--- src/rtl/sdm_rr_scheduler_pkg.sv ---
// rtl/sdm_rr_scheduler_pkg.sv - fixed-point and channel-index helpers
//
// Purpose: constant functions shared by the sdm family and the shared-resource
//          schedulers. No ports.
//   fx_frac      : fractional bits of a signed Q(INT_WIDTH).(FRAC) word
//   fx_one       : +1.0 in that format
//   fx_minus_one : -1.0 in that format
//   ch_width     : index width for n channels (never below 1)
package sdm_rr_scheduler_pkg;

  function automatic int fx_frac(input int bit_width, input int int_width);
    return bit_width - int_width - 1;
  endfunction

  function automatic longint fx_one(input int bit_width, input int int_width);
    return longint'(1) << fx_frac(bit_width, int_width);
  endfunction

  function automatic longint fx_minus_one(input int bit_width, input int int_width);
    return -fx_one(bit_width, int_width);
  endfunction

  function automatic int ch_width(input int n);
    return (n > 1) ? $clog2(n) : 1;
  endfunction

endpackage

--- src/rtl/sdm_rr_scheduler_rr_arbiter.sv ---
// rtl/sdm_rr_scheduler_rr_arbiter.sv - combinational round-robin arbiter
//
// Purpose: grants the first asserted request at or after ptr, searching upward
//          and wrapping from N-1 to 0. The pointer itself is owned by the caller.
// Ports:
//   req   in  N  request vector
//   ptr   in  W  highest-priority index this cycle
//   grant out N  one-hot grant, all zero when req is zero
//   idx   out W  encoded index of the granted request (0 when none)
module rr_arbiter
  import sdm_rr_scheduler_pkg::*;
#(
  parameter int N = 4,
  parameter int W = ch_width(N)
) (
  input  logic [N-1:0] req,
  input  logic [W-1:0] ptr,
  output logic [N-1:0] grant,
  output logic [W-1:0] idx
);

  logic         found;
  logic [W-1:0] cand;

  always_comb begin
    grant = '0;
    idx   = '0;
    found = 1'b0;
    cand  = '0;
    for (int k = 0; k < N; k++) begin
      // Candidate k places after the pointer, modulo N so non power-of-two
      // channel counts wrap correctly.
      cand = W'((int'(ptr) + k) % N);
      if (!found && req[cand]) begin
        found       = 1'b1;
        grant[cand] = 1'b1;
        idx         = cand;
      end
    end
  end

endmodule

--- src/rtl/sdm_rr_scheduler.sv ---
// rtl/sdm_rr_scheduler.sv - round-robin time-multiplexed sigma-delta modulator
//
// Purpose: one first-order SDM datapath shared across N_CH channels, each with
//          its own error accumulator. One channel is served per cycle and its
//          bit is emitted one cycle later tagged with the channel index.
// Ports:
//   CLK       in  1             clock, rising edge
//   RST       in  1             asynchronous active-high reset
//   req       in  N_CH          per-channel request, held until granted
//   x         in  N_CH*BIT_WIDTH packed signed samples, ch i at [i*BIT_WIDTH +: BIT_WIDTH]
//   clr       in  N_CH          per-channel synchronous clear of the error accumulator
//   grant     out N_CH          one-hot combinational accept strobe
//   out_valid out 1             registered, out_ch/out_y valid
//   out_ch    out CH_W          registered channel of the emitted bit
//   out_y     out 1             registered SDM output bit
module sdm_rr_scheduler
  import sdm_rr_scheduler_pkg::*;
#(
  parameter int BIT_WIDTH = 16,
  parameter int INT_WIDTH = 1,
  parameter int N_CH      = 4,
  parameter int CH_W      = ch_width(N_CH)
) (
  input  logic                      CLK,
  input  logic                      RST,
  input  logic [N_CH-1:0]           req,
  input  logic [N_CH*BIT_WIDTH-1:0] x,
  input  logic [N_CH-1:0]           clr,
  output logic [N_CH-1:0]           grant,
  output logic                      out_valid,
  output logic [CH_W-1:0]           out_ch,
  output logic                      out_y
);

  localparam logic signed [BIT_WIDTH-1:0] ONE       = BIT_WIDTH'(fx_one(BIT_WIDTH, INT_WIDTH));
  localparam logic signed [BIT_WIDTH-1:0] MINUS_ONE = BIT_WIDTH'(fx_minus_one(BIT_WIDTH, INT_WIDTH));

  logic signed [BIT_WIDTH-1:0] err_q [N_CH];
  logic signed [BIT_WIDTH-1:0] x_arr [N_CH];
  logic [CH_W-1:0]             ptr_q;
  logic [CH_W-1:0]             gidx;
  logic                        any_grant;

  logic signed [BIT_WIDTH-1:0] x_g;
  logic signed [BIT_WIDTH-1:0] err_g;
  logic signed [BIT_WIDTH-1:0] y_new;
  logic signed [BIT_WIDTH-1:0] err_next;
  logic                        y;

  for (genvar i = 0; i < N_CH; i++) begin : g_unpack
    assign x_arr[i] = x[i*BIT_WIDTH +: BIT_WIDTH];
  end

  rr_arbiter #(
    .N (N_CH),
    .W (CH_W)
  ) u_arb (
    .req   (req),
    .ptr   (ptr_q),
    .grant (grant),
    .idx   (gidx)
  );

  assign any_grant = |grant;

  // Shared SDM step on the granted channel. When nothing is granted the
  // result is computed for channel 0 but never committed.
  assign x_g      = x_arr[gidx];
  assign err_g    = err_q[gidx];
  assign y        = (x_g >= err_g);
  assign y_new    = y ? ONE : MINUS_ONE;
  assign err_next = y_new - x_g + err_g;

  always_ff @(posedge CLK or posedge RST) begin
    if (RST) begin
      for (int i = 0; i < N_CH; i++) begin
        err_q[i] <= '0;
      end
      ptr_q     <= '0;
      out_valid <= 1'b0;
      out_ch    <= '0;
      out_y     <= 1'b0;
    end else begin
      // Clear wins over the update, but the emitted bit below was already
      // formed from the pre-clear error.
      for (int i = 0; i < N_CH; i++) begin
        if (clr[i]) begin
          err_q[i] <= '0;
        end else if (any_grant && (gidx == CH_W'(i))) begin
          err_q[i] <= err_next;
        end
      end

      if (any_grant) begin
        ptr_q  <= (gidx == CH_W'(N_CH - 1)) ? '0 : gidx + 1'b1;
        out_ch <= gidx;
        out_y  <= y;
      end
      out_valid <= any_grant;
    end
  end

endmodule

--- config.mk ---
export PLATFORM = sky130hd
export DESIGN_NAME = sdm_rr_scheduler
export DESIGN_NICKNAME = d
export VERILOG_FILES = /design/src/rtl/sdm_rr_scheduler_pkg.sv /design/src/rtl/sdm_rr_scheduler_rr_arbiter.sv /design/src/rtl/sdm_rr_scheduler.sv
export SDC_FILE = /design/constraint.sdc
export NUM_CORES = 1
export LEC_CHECK = 0
export CAP_MARGIN = 20
export CORE_MARGIN = 1
export CORE_UTILIZATION = 45
export DETAILED_ROUTE_END_ITERATION = 12
export GPL_ROUTABILITY_DRIVEN = 0
export PLACE_DENSITY = 0.71
export SYNTH_ARGS = -nofsm -noshare
export SYNTH_HDL_FRONTEND = slang
export SYNTH_SLANG_ARGS = --single-unit
--- constraint.sdc ---
create_clock -name CLK -period 5.7 [get_ports CLK]
set_input_delay 1.14 -clock CLK [delete_from_list [all_inputs] [get_ports CLK]]
set_output_delay 1.14 -clock CLK [all_outputs]
set_load 0.005 [all_outputs]
==> flow_summary.yaml <==
global_routing:
  grt_pass1_vias: 4833
  grt_max_degree: 40
  antenna_found_initial: 0
  overflow: 0
  grt_pass1_wl_mm: 24.3
  grt_usage_pct: 24.1
setup_path:
  crit_fanout: 11
  crit_path_end_kind: "register"
  crit_type: "in -> reg"
  reg2reg_slack_ps: 250
  cp.required_ps: 5930
  reg2reg_depth: 21
  start_kind: "input pin"
  arrival_ps: 5730
synth:
  syn_area_mm2: 0.00559
  yosysUniqueCellTypes: 52
  synthArstFlopShare_pct: 100
  synth_flop_cell: "dfrtp_1"
  syn_area_per_cell_um2: 10.6
  synth_edf_count: 0
  synth-seq-cells: 70
  synth.yosys.seq_area_share_pct: 31.3
  synth_warnings: 0
  synth_cells: 525
  synthesis.nets: 653
pwr:
  ir_drop_mv: 0.388
  p_leak_uw: 0.00340
  power_density_mw_per_mm2: 741
final_layout:
  fin_area_mm2: 0.00733
  final_common_cell: "mux2i_1"
  fill_cells: 997
  fin_cells: 819
  ff_latch_area_mm2: 0.00175
  drive_above_1_share_pct: 18.4
  multiInputGateArea_mm2: 0.00368
  diodes: 0
  final_util_pct: 60.8
  nets: 774
  final_cell_mix: "97 x mux2i_1, 81 x clkdlybuf4s50_1, 70 x dfrtp_1"
  area_delta_synth_final_pct: 31.1
floorplan:
  die_y_um: 113
  fp.dieW_um: 113
  ios: 82
  coreArea_mm2: 0.0121
  floorplan.initialDensity_pct: 46.3
  placementRows: 40
  dieArea_mm2: 0.0129
routing:
  drt-total-wl_mm: 14.8
  wl_per_cell_um: 18.0
  dr.pass1.iters: 5
  route.detailed.drc: 0
  vias: 4760
  via_per_inst: 5.81
  drt_iter0_drc: 282
  postRouteAntennaNets: 0
cts:
  clk_pin_slew_ps: 60
  cts_buffer_depth: 2
  cts_buffers: 9
  h-tree-depth: 3
  clkLatencyLatePin_ps: 340
  cts-root-buf: "clkbuf_16"
  cts.sinks: 70
  cts_tree: "done"
placement:
  post-place-cells: 800
  placed_cell_area_mm2: 0.00690
  dp_hpwl_mm: 10.5
  io_buffer_count: 81
timing:
  grt_setup_unrepaired: "true"
  final_hold_viol_count: 0
  finalClockSkew_ps: 5.88
  slew_headroom_pct: 45.3
  slew_viol_final: 0
  finalCriticalPeriod_ps: 5510
  setup_tns_ps: 0
  worst_slew_pin_slew_ps: 819
  fmax_mhz: 182
  finalCritPeriodShare_pct: 96.6
  timing.hold.ws_ps: 494
  setup_viol: 0
outcome:
  outcome: "complete, no violations"
min_path:
  min_path_cells: 1
  holdCritPathClass: "reg -> reg"
run:
  maxCapViolCount: 0
flip-flops by register name (all words and copies together), names as in the netlist:
signal     count
ptr_q          2
out_valid      1
out_y          1
out_ch         2
err_q         64
worst max-delay path, cell delays in order:
cell             delay [ps]
clkdlybuf4s50_1         430
mux4_2                  540
a221o_1                 350
nand2_1                  80
o311a_4                 300
buf_4                   150
mux2i_1                 210
mux2i_1                 110
ha_1                    330
ha_1                    200
inv_1                    70
fa_1                    420
nor2b_1                 180
o31ai_1                  90
buf_4                   150
a211oi_2                240
nor3_2                  100
o31ai_2                 230
xnor2_1                 180
a22o_1                  240
metrics by stage:
stage                     power (µW)  worst slack (ps)
after floorplan                 3400              74.3
after global placement          4470              -183
after detailed placement        4590              -393
after CTS                       5340              52.2
after global routing            5820             -33.6
final                           5430               191
Yosys cell counts (all sizes together), types with 2 or more instances:
master   number  area share, %
mux2i        97             17
dfrtp        70             31
a22o         64             10
ha           53             12
mux2         30            6.0
a21oi        23            2.7
inv          18            1.2
nand2        17            1.1
buf          13            1.4
clkbuf       13           0.87
nor2         12           0.81
nor3         12            1.1
o21ai        12            1.1
xnor2        11            1.7
o211ai        9            1.2
nor3b         7           0.94
and2          5           0.56
nand2b        5           0.56
o2111ai       5           0.78
a21o          4           0.54
nand3         4           0.36
and3          3           0.34
nand4         3           0.34
nor2b         3           0.34
a211oi        2           0.27
a221o         2           0.36
and3b         2           0.31
and4          2           0.31
o21a          2           0.27
o31ai         2           0.27
or2           2           0.22
xor2          2           0.31
per-layer routing:
| metal | GRT usage (%) | share of wire [%] | vias up |
|---|---|---|---|
| li1 | - | - | 2242 |
| met1 | 31.6 | 46 | 2346 |
| met2 | 41.8 | 47 | 152 |
| met3 | 3.83 | 5.8 | 20 |
| met4 | 5.35 | 1.3 | 0 |
| met5 | 0 | 0 | - |
cell type report:
type / count / share of cell area, %
clock buffers: 10 / 3.26
clock inverters: 6 / 1.81
inverters: 19 / 0.973
multi-input cells: 410 / 50.2
flip-flops and latches: 70 / 23.9
well taps: 168 / 2.87
repair buffers: 136 / 17.0
power by group:
part	switching, µW	internal, µW	total, µW
Sequential	78.5	639	717
Clock	217	483	700
Combinational	2160	1850	4010
Total	2460	2970	5430
timing repair:
action | in CTS | in global routing
setup endpoints to repair | 4 | 12
setup buffers | 0 | 3
pin swaps | 1 | 1
resized for setup | 1 | 7
hold buffers | 0 | 0
final timing paths:
| kind | startpoint | endpoint |
|---|---|---|
| max | req[2] | err_q[31] |
| min | err_q[17] | err_q[17] |
| max reg2reg | ptr_q[1] | err_q[31] |
| min reg2reg | err_q[17] | err_q[17] |
| max in group asynchronous | RST | err_q[27] |
| min in group asynchronous | RST | err_q[17] |
cell families after synthesis:
family	count (synthesis)	share of synthesized area, %
AO/OA/AOI/OAI	137	19.3
XOR/XNOR	13	2.04
adder cells (fa/ha/maj)	54	12.2
buffers and inverters	45	3.54
flip-flops	70	31.3
multiplexers	128	23.8
AND/OR/NAND/NOR	78	7.68
Note: power is estimated with default switching activity, not from simulation.
